===== config.mk =====
export PLATFORM = sky130hd
export DESIGN_NAME = instr_fetch_unit
export DESIGN_NICKNAME = d
export VERILOG_FILES = /design/src/rtl/instr_fetch_unit_pkg.sv /design/src/rtl/instr_fetch_unit_next_pc.sv /design/src/rtl/instr_fetch_unit.sv
export SDC_FILE = /design/constraint.sdc
export NUM_CORES = 1
export LEC_CHECK = 0
export CORE_UTILIZATION = 45
export CTS_BUF_LIST = sky130_fd_sc_hd__clkbuf_16
export DETAILED_ROUTE_END_ITERATION = 16
export GPL_ROUTABILITY_DRIVEN = 0
export PLACE_DENSITY = 0.91
export SLEW_MARGIN = 15
export SYNTH_ARGS = -nofsm -noshare
export SYNTH_HDL_FRONTEND = slang
export SYNTH_HIERARCHICAL = 1
export SYNTH_SLANG_ARGS = --single-unit
export TNS_END_PERCENT = 5

===== constraint.sdc =====
create_clock -name clk -period 4.3 [get_ports clk]
set_input_delay 0.43 -clock clk [delete_from_list [all_inputs] [get_ports clk]]
set_output_delay 0.43 -clock clk [all_outputs]
set_load 0.005 [all_outputs]

===== src/rtl/instr_fetch_unit_pkg.sv =====
// Shared definitions for the fetch stage: FSM states, PCSrc encodings, NOP word
// and the j/jal target helper.
package instr_fetch_unit_pkg;

    typedef enum logic [1:0] {
        ST_IDLE  = 2'b00,
        ST_FETCH = 2'b01,
        ST_EXEC  = 2'b10
    } fetchState_e;

    localparam logic [1:0] PC_SEQ = 2'b00;
    localparam logic [1:0] PC_BR  = 2'b01;
    localparam logic [1:0] PC_J   = 2'b10;
    localparam logic [1:0] PC_JR  = 2'b11;

    localparam logic [31:0] NOP_WORD = 32'h0000_0000;

    // j/jal keep the top nibble of the delay-slot PC and splice in the word index.
    function automatic logic [31:0] jumpTarget(input logic [31:0] pcPlus4,
                                               input logic [25:0] jumpIndex);
        return {pcPlus4[31:28], jumpIndex, 2'b00};
    endfunction

endpackage


===== src/rtl/instr_fetch_unit_next_pc.sv =====
// next_pc_calc: combinational next-PC selection (sequential, branch, jump, register jump).
// Alignment handling is left to the caller.
module next_pc_calc
    import instr_fetch_unit_pkg::*;
(
    input  logic [31:0] pcPlus4,
    input  logic [25:0] jumpIndex,
    input  logic [1:0]  pcSrc,
    input  logic        branch,
    input  logic        zero,
    input  logic [31:0] branchImm,
    input  logic [31:0] rsData,
    output logic [31:0] nextPc
);

    always_comb begin
        nextPc = pcPlus4;
        case (pcSrc)
            PC_SEQ: nextPc = pcPlus4;
            PC_BR: begin
                if (branch && zero) begin
                    nextPc = pcPlus4 + (branchImm << 2);
                end
            end
            PC_J:    nextPc = jumpTarget(pcPlus4, jumpIndex);
            PC_JR:   nextPc = rsData;
            default: nextPc = pcPlus4;
        endcase
    end

endmodule


===== src/rtl/instr_fetch_unit.sv =====
// Fetch stage: owns the PC, fetches one word over req/ack, holds it until commit.
// Define ALIGN_CHECK_EN to redirect misaligned next-PCs to EXC_VECTOR and raise fetch_exc.
module instr_fetch_unit
    import instr_fetch_unit_pkg::*;
#(
    parameter logic [31:0] RESET_PC   = 32'h0000_0000,
    parameter logic [31:0] EXC_VECTOR = 32'h8000_0180
) (
    input  logic        clk,
    input  logic        reset,
    output logic        imem_req,
    output logic [31:0] imem_addr,
    input  logic        imem_ack,
    input  logic [31:0] imem_rdata,
    input  logic [1:0]  PCSrc,
    input  logic        Branch,
    input  logic        Zero,
    input  logic [31:0] BranchImm,
    input  logic [31:0] RsData,
    input  logic        commit,
    output logic [31:0] Instruction,
    output logic [31:0] PC,
    output logic [31:0] PC_plus_4,
    output logic        instr_valid,
    output logic        fetch_exc
);

    fetchState_e stateReg, stateNext;
    logic [31:0] pcReg, pcNext;
    logic [31:0] instrReg, instrNext;
    logic        validReg, validNext;
    logic [31:0] pcPlus4;
    logic [31:0] rawNextPc;

    assign pcPlus4 = pcReg + 32'd4;

    next_pc_calc uNextPc (
        .pcPlus4   (pcPlus4),
        .jumpIndex (instrReg[25:0]),
        .pcSrc     (PCSrc),
        .branch    (Branch),
        .zero      (Zero),
        .branchImm (BranchImm),
        .rsData    (RsData),
        .nextPc    (rawNextPc)
    );

`ifdef ALIGN_CHECK_EN
    logic excReg, excNext;
    assign fetch_exc = excReg;
`else
    logic unusedExcVector;
    assign unusedExcVector = ^EXC_VECTOR;
    assign fetch_exc       = 1'b0;
`endif

    always_comb begin
        stateNext = stateReg;
        pcNext    = pcReg;
        instrNext = instrReg;
        validNext = validReg;
`ifdef ALIGN_CHECK_EN
        excNext   = excReg;
`endif
        case (stateReg)
            ST_IDLE: stateNext = ST_FETCH;
            ST_FETCH: begin
                if (imem_ack) begin
                    instrNext = imem_rdata;
                    validNext = 1'b1;
                    stateNext = ST_EXEC;
                end
            end
            ST_EXEC: begin
                if (commit) begin
                    validNext = 1'b0;
                    stateNext = ST_FETCH;
`ifdef ALIGN_CHECK_EN
                    if (rawNextPc[1:0] != 2'b00) begin
                        pcNext  = EXC_VECTOR;
                        excNext = 1'b1;
                    end else begin
                        pcNext  = rawNextPc;
                        excNext = 1'b0;
                    end
`else
                    pcNext = rawNextPc & 32'hFFFF_FFFC;
`endif
                end
            end
            default: stateNext = ST_IDLE;
        endcase
    end

    always_ff @(posedge clk) begin
        if (!reset) begin
            stateReg <= ST_IDLE;
            pcReg    <= RESET_PC;
            instrReg <= NOP_WORD;
            validReg <= 1'b0;
`ifdef ALIGN_CHECK_EN
            excReg   <= 1'b0;
`endif
        end else begin
            stateReg <= stateNext;
            pcReg    <= pcNext;
            instrReg <= instrNext;
            validReg <= validNext;
`ifdef ALIGN_CHECK_EN
            excReg   <= excNext;
`endif
        end
    end

    assign imem_req    = (stateReg == ST_FETCH);
    assign imem_addr   = pcReg;
    assign PC          = pcReg;
    assign PC_plus_4   = pcPlus4;
    assign Instruction = instrReg;
    assign instr_valid = validReg;

endmodule


==> impl_results.md, run 1 <==
* Final period util at 0.9475
* Core ar. at 12720 sq um
* Slew Viols, Final at 0
* Average wire per standard cell at 18.06 microns
* Area Overhead vs Synth at 41.63%
* Synth Cell Area at 5903 sq um
* Global route overflow at 0
* Starting DRT DRC Count at 747
* Largest net degree at the start of global routing at 66
* # rows at 41
* Crit path max-delay cell type: dfxtp_1
* CTS Sinks at 65
* Power density cells at 217.1 nW/um^2
* Worst r2r src: PC[2]
* First-pass GRT wire length at 31450 microns
* R2r setup slk at 0.23 ns
* Worst min path class: flip-flop to flip-flop
* I/O pin count at 235
* Post-route DRC at 0
* Fin. Hold Viols at 0
* TNS Setup at 0 ns
* CP endpoint kind: flip-flop
* Post-DRT Antenna Nets at 0
* CTS tree: built
* Cell Count, Final, Fillers Out at 1145
* Crit path depth at 16
* Hold WS at 0.4725 ns
* Leak pwr at 3.167 nW
* Clock latency on the worst-skew pair at 0.34 ns
* Die H at 116.5 microns
* Area of placed instances at 8025 sq um
* # placed instances at 1129
* GRT Overall Usage at 0.3035
* Initial antenna violation count at 0
* CP peak stage delay at 0.48 ns
* Clock tree buffer depth at 2
* Avg Inst Size Synth at 7.472 sq um
* Placement Setup Slack at 0.2289 ns
* Die X at 116.5 microns
* Vias per cell at 5.734
* Htree depth at 3
* Dpl hpwl at 15820 microns
* DRT Pass-1 Iters at 8
* Required @ worst endpoint at 4.52 ns
* Worst-Margin Slew at 1.016 ns
* Die area at 13580 sq um
* Max Fclk at 0.2454 GHz
* CTS root buffer: clkbuf_16
* Layout cells sized above 1 at 0.06989
* CP cell instances: ha_2 > nand3_1 > nor2_1 > and3_1 > xor2_1 > ha_1 > nand2_1 > nor2_1 > a211o_1 > or3_4 > a31oi_4 > xor2_1 > o21ai_1 > mux4_2 > nand2_1 > a21boi_0
* Post-route cell area at 8361 sq um
* Post-Synthesis Cells at 790
* Max FO, Critical Path at 7
* Max_cap viols at 0
* FF-to-FF path depth at 16
* Port bufs at 223
* Final min period at 4.074 ns
* Setup Viol. Count Final at 0
* Via count at 6565
* Vias in the first global route at 6199
* CTS Buf Count at 9
* Worst r2r dst: PC[15]
* Max_slew headroom at 0.3226
* Design Power at 1.815 mW
* Worst endpoint data arrival time at 4.30 ns
* Worst path bufs/invs at 0
* Worst setup startpoint: PC[2]
* Synth warn at 6
* Delay-heaviest family, CP: simple AND/OR/NAND/NOR gates
* Initial core utilization at 0.4640
* Fin Clk Skew at 0.008079 ns
* Diode count at 0
* Final worst slack at 0.2257 ns
* Count of hold buffers inserted by post-cts repair at 0
* Kind of critical path: flip-flop to flip-flop
* Fin nets at 1103
* Clock transition at path regs at 0.06 ns
* Crit path capture: PC[15]
* Max rail drop VDD at 0.0002926 V
* Setup crit start kind: flip-flop
* Status: completed
* Total routed wirelength at 20670 microns
* RSZ-0062 raised after global routing: false
* Final Core Density at 0.6572
registers in the layout (all words and copies together), names as in the netlist:
register / count
instr_valid: 1
Instruction: 32
stateReg: 2
PC: 30
where the power goes:
part	switching [mW]	internal [mW]
clock	0.287	0.507
combinational	0.173	0.204
sequential	0.0225	0.622
total	0.483	1.33
worst min-delay path by stage:
stage                          from              end  slack [ns]  cells past startpoint
floorplan           Instruction[26]  Instruction[26]        0.46                      2
global placement    Instruction[28]  Instruction[28]        0.45                      2
detailed placement  Instruction[26]  Instruction[26]        0.46                      2
CTS                 Instruction[26]  Instruction[26]        0.47                      2
global route        Instruction[31]  Instruction[31]        0.51                      2
finish              Instruction[26]  Instruction[26]        0.47                      2
cells in the final DEF (no fill, tap or decap), types with 13 or more instances in the layout:
| cell | count |
|---|---|
| a21boi_0 | 63 |
| nor2b_1 | 19 |
| nand2_1 | 200 |
| dfxtp_1 | 65 |
| inv_1 | 13 |
| clkdlybuf4s50_1 | 221 |
| nand4_1 | 19 |
| ha_1 | 29 |
| xnor2_1 | 37 |
| buf_4 | 19 |
| xor2_1 | 16 |
| a21o_1 | 14 |
| nand3_1 | 19 |
| nor2_1 | 24 |
| mux4_2 | 13 |
| o21ai_0 | 29 |
| a21oi_1 | 39 |
worst min-delay path: cells and delay by family, from the launching register on:
| kind | cells | cell delay, ns |
|---|---|---|
| flip-flops | 1 | 0.31 |
| AO/OA/AOI/OAI | 1 | 0.06 |
| AND/OR/NAND/NOR | 1 | 0.05 |
layer usage:
metal	up-vias	track usage	wire length, microns
li1	3096	-	-
met1	2991	0.3809	8095
met2	405	0.4947	9450
met3	73	0.07317	2330
met4	0	0.1333	797
met5	-	0	0
repair_timing:
action,in CTS,in global routing
resized for setup,0,4
setup buffers,0,0
endpoints found under the setup margin,0,4
cell type report:
class	instances	area, sq um
flip-flops and latches	65	1301
repair buffers	242	2365
clock inverters	7	95.09
well taps	172	215.2
inverters	13	48.80
clock buffers	9	225.2
multi-input cells	637	4110
fillers	1103	4362
(Power assumes the default switching activity.)
==> inputs of run 2 (changes only) <==
--- a/config.mk
+++ b/config.mk
@@ -8,7 +8,7 @@
 export CORE_UTILIZATION = 45
 export CTS_BUF_LIST = sky130_fd_sc_hd__clkbuf_16
 export DETAILED_ROUTE_END_ITERATION = 16
-export GPL_ROUTABILITY_DRIVEN = 0
+export GPL_ROUTABILITY_DRIVEN = 1
 export PLACE_DENSITY = 0.91
 export SLEW_MARGIN = 15
 export SYNTH_ARGS = -nofsm -noshare
==> run 2 against run 1 <==
Against the previous run: register-to-register slack got worse by 0.05 ns; count of clock-buffer cells in the layout did not move; sequential cell count did not move; fmax fell by 1.2%; largest cell class unchanged; largest power group unchanged.
==> impl_results.md, run 2 (same netlist as run 1, synthesis figures left out) <==
* Port bufs at 223 (unchanged)
* Crit path max-delay cell type: o311ai_1 (was dfxtp_1)
* Layout cells sized above 1 at 0.07172 (was 0.06989)
* TNS Setup at 0 ns (unchanged)
* Post-route cell area at 8386 sq um (was 8361 sq um)
* Post-route DRC at 0 (unchanged)
* Area Overhead vs Synth at 42.05% (was 41.63%)
* Kind of critical path: flip-flop to flip-flop (unchanged)
* NetSw at 0.4831 mW (was 0.4826 mW)
* Max_slew headroom at 0.3376 (was 0.3226)
* Die X at 116.5 microns (unchanged)
* Final RePlAce weighted congestion at 0.9762
* Post-DRT Antenna Nets at 0 (unchanged)
* CTS root buffer: clkbuf_16 (unchanged)
* Part of the power in the clock network at 0.437 (about the same)
* Setup Buffers After CTS at 0 (unchanged)
* Htree depth at 3 (unchanged)
* I/O pin count at 235 (unchanged)
* Count of hold buffers inserted by post-cts repair at 0 (unchanged)
* Worst r2r src: PC[2] (unchanged)
* Hold WS at 0.4638 ns (was 0.4725 ns)
* Diode count at 0 (unchanged)
* Largest net degree at the start of global routing at 66 (unchanged)
* Fin nets at 1106 (was 1103)
* CTS Buf Count at 9 (unchanged)
* Initial core utilization at 0.4640 (unchanged)
* Most common cell after layout, fill and taps aside: clkdlybuf4s50_1 (unchanged)
* Filler cells at 1078 (was 1103)
* Area of placed instances at 8048 sq um (was 8025 sq um)
* Leak pwr at 3.170 nW (was 3.167 nW)
* CTS tree: built (unchanged)
* Slew Viols, Final at 0 (unchanged)
* Status: completed (unchanged)
* Max Fclk at 0.2425 GHz (was 0.2454 GHz)
* CP cell instances: and2_0 > nand2_1 > xnor2_1 > ha_1 > o21a_1 > o31a_1 > o311ai_1 > a21oi_1 > a211oi_1 > buf_4 > o21bai_1 > xnor2_1 > a31oi_1 > nand2_1 > a21boi_0 (was ha_2 > nand3_1 > nor2_1 > and3_1 > xor2_1 > ha_1 > nand2_1 > nor2_1 > a211o_1 > or3_4 > a31oi_4 > xor2_1 > o21ai_1 > mux4_2 > nand2_1 > a21boi_0)
* Part of the power in registers at 0.355 (about the same)
* Fin. Hold Viols at 0 (unchanged)
* Die H at 116.5 microns (unchanged)
* Worst-Margin Slew at 0.9937 ns (was 1.016 ns)
* Via count at 6607 (was 6565)
* Average wire per standard cell at 18.13 microns (was 18.06 microns)
* Commonest cells after routing, fill and taps aside: 221 x clkdlybuf4s50_1, 200 x nand2_1, 65 x dfxtp_1, 63 x a21boi_0, 39 x a21oi_1 (unchanged)
* Global route overflow at 0 (unchanged)
* Power density cells at 216.5 nW/um^2 (was 217.1 nW/um^2)
* Starting DRT DRC Count at 759 (was 747)
* FF-to-FF path depth at 15 (was 16)
* Gate power share at 0.208 (about the same)
* CP endpoint kind: flip-flop (unchanged)
* Worst min path class: flip-flop to flip-flop (unchanged)
* HP Start: Instruction[27] (was Instruction[26])
* Vias per cell at 5.755 (was 5.734)
* CTS Sinks at 65 (unchanged)
* Max FFs per register at 32 (unchanged)
* Final Core Density at 0.6591 (was 0.6572)
* Sw Ratio at 0.2661 (was 0.2658)
* Worst endpoint data arrival time at 4.33 ns (was 4.30 ns)
* Max rail drop VDD at 0.0002153 V (was 0.0002926 V)
* Vias in the first global route at 6051 (was 6199)
* DRT Pass-1 Iters at 12 (was 8)
* Core ar. at 12720 sq um (unchanged)
* Setup crit start kind: flip-flop (unchanged)
* Total routed wirelength at 20810 microns (was 20670 microns)
* CP peak stage delay at 0.58 ns (was 0.48 ns)
* P_int at 1.332 mW (was 1.333 mW)
* RSZ-0062 raised after global routing: false (unchanged)
* Final period util at 0.9591 (was 0.9475)
* Design Power at 1.815 mW (about the same)
* Clock latency on the worst-skew pair at 0.33 ns (was 0.34 ns)
* Clock transition at path regs at 0.06 ns (about the same)
* Worst hold stages at 2 (unchanged)
* # rows at 41 (unchanged)
* Max_cap viols at 0 (unchanged)
* Initial antenna violation count at 0 (unchanged)
* Post_cts resized at 0 (unchanged)
* Fin Clk Skew at 0.006346 ns (was 0.008079 ns)
* GRT Overall Usage at 0.3006 (was 0.3035)
* First-pass GRT wire length at 31330 microns (was 31450 microns)
* Required @ worst endpoint at 4.51 ns (was 4.52 ns)
* Die area at 13580 sq um (unchanged)
* Setup Viol. Count Final at 0 (unchanged)
* Worst setup startpoint: PC[2] (unchanged)
* Clock tree buffer depth at 2 (unchanged)
* Max FO, Critical Path at 7 (unchanged)
* Final min period at 4.124 ns (was 4.074 ns)
* Dpl hpwl at 16220 microns (was 15820 microns)
## run 2: path summary, 6_finish.rpt
kind,endpoint,slack (ns)
worst max-delay path,PC[24],0.18
worst min register to register,Instruction[27],0.46
worst min-delay path,Instruction[27],0.46
worst max register to register,PC[24],0.18
## run 2: final cells by class
cell class | count | area, sq um | area share
clock buffers | 9 | 225.2 | 0.02686
clock inverters | 7 | 95.09 | 0.01134
inverters | 13 | 48.80 | 0.005819
multi-input cells | 637 | 4113 | 0.4905
flip-flops and latches | 65 | 1301 | 0.1552
well taps | 172 | 215.2 | 0.02566
repair buffers | 245 | 2387 | 0.2847
## run 2: routing by layer
layer | global-route usage | vias to the layer above | wire length, microns
li1 | - | 3099 | -
met1 | 0.3817 | 3067 | 8354
met2 | 0.4939 | 383 | 9669
met3 | 0.07213 | 58 | 2197
met4 | 0.1131 | 0 | 586
met5 | 0 | - | 0
## run 2: power groups by stage
| stage | Clock [mW] | Sequential (mW) | Combinational (mW) |
|---|---|---|---|
| finish | 0.793 | 0.644 | 0.378 |
| global route | 0.822 | 0.646 | 0.406 |
| CTS | 0.792 | 0.643 | 0.372 |
| global placement | 0 | 0.655 | 0.362 |
| detailed placement | 0 | 0.657 | 0.369 |
| floorplan | 0 | 0.651 | 0.196 |
## run 2: per-stage QoR
stage | setup WS [ns] | cells
after global routing | 0.03401 | 1148
after global placement | 0.3460 | 1132
after detailed placement | 0.1450 | 1132
final | 0.1759 | 1148
after CTS | 0.1187 | 1148
after floorplan | 0.4981 | 796
## run 2: worst max-delay path: cells and delay by family (launching register included)
family	cells	cell delay [ns]
AO/OA/AOI/OAI	8	1.63
XOR/XNOR	2	0.72
AND/OR/NAND/NOR	3	0.66
flip-flops	1	0.47
adder cells (fa/ha/maj)	1	0.37
buffers and inverters	1	0.17
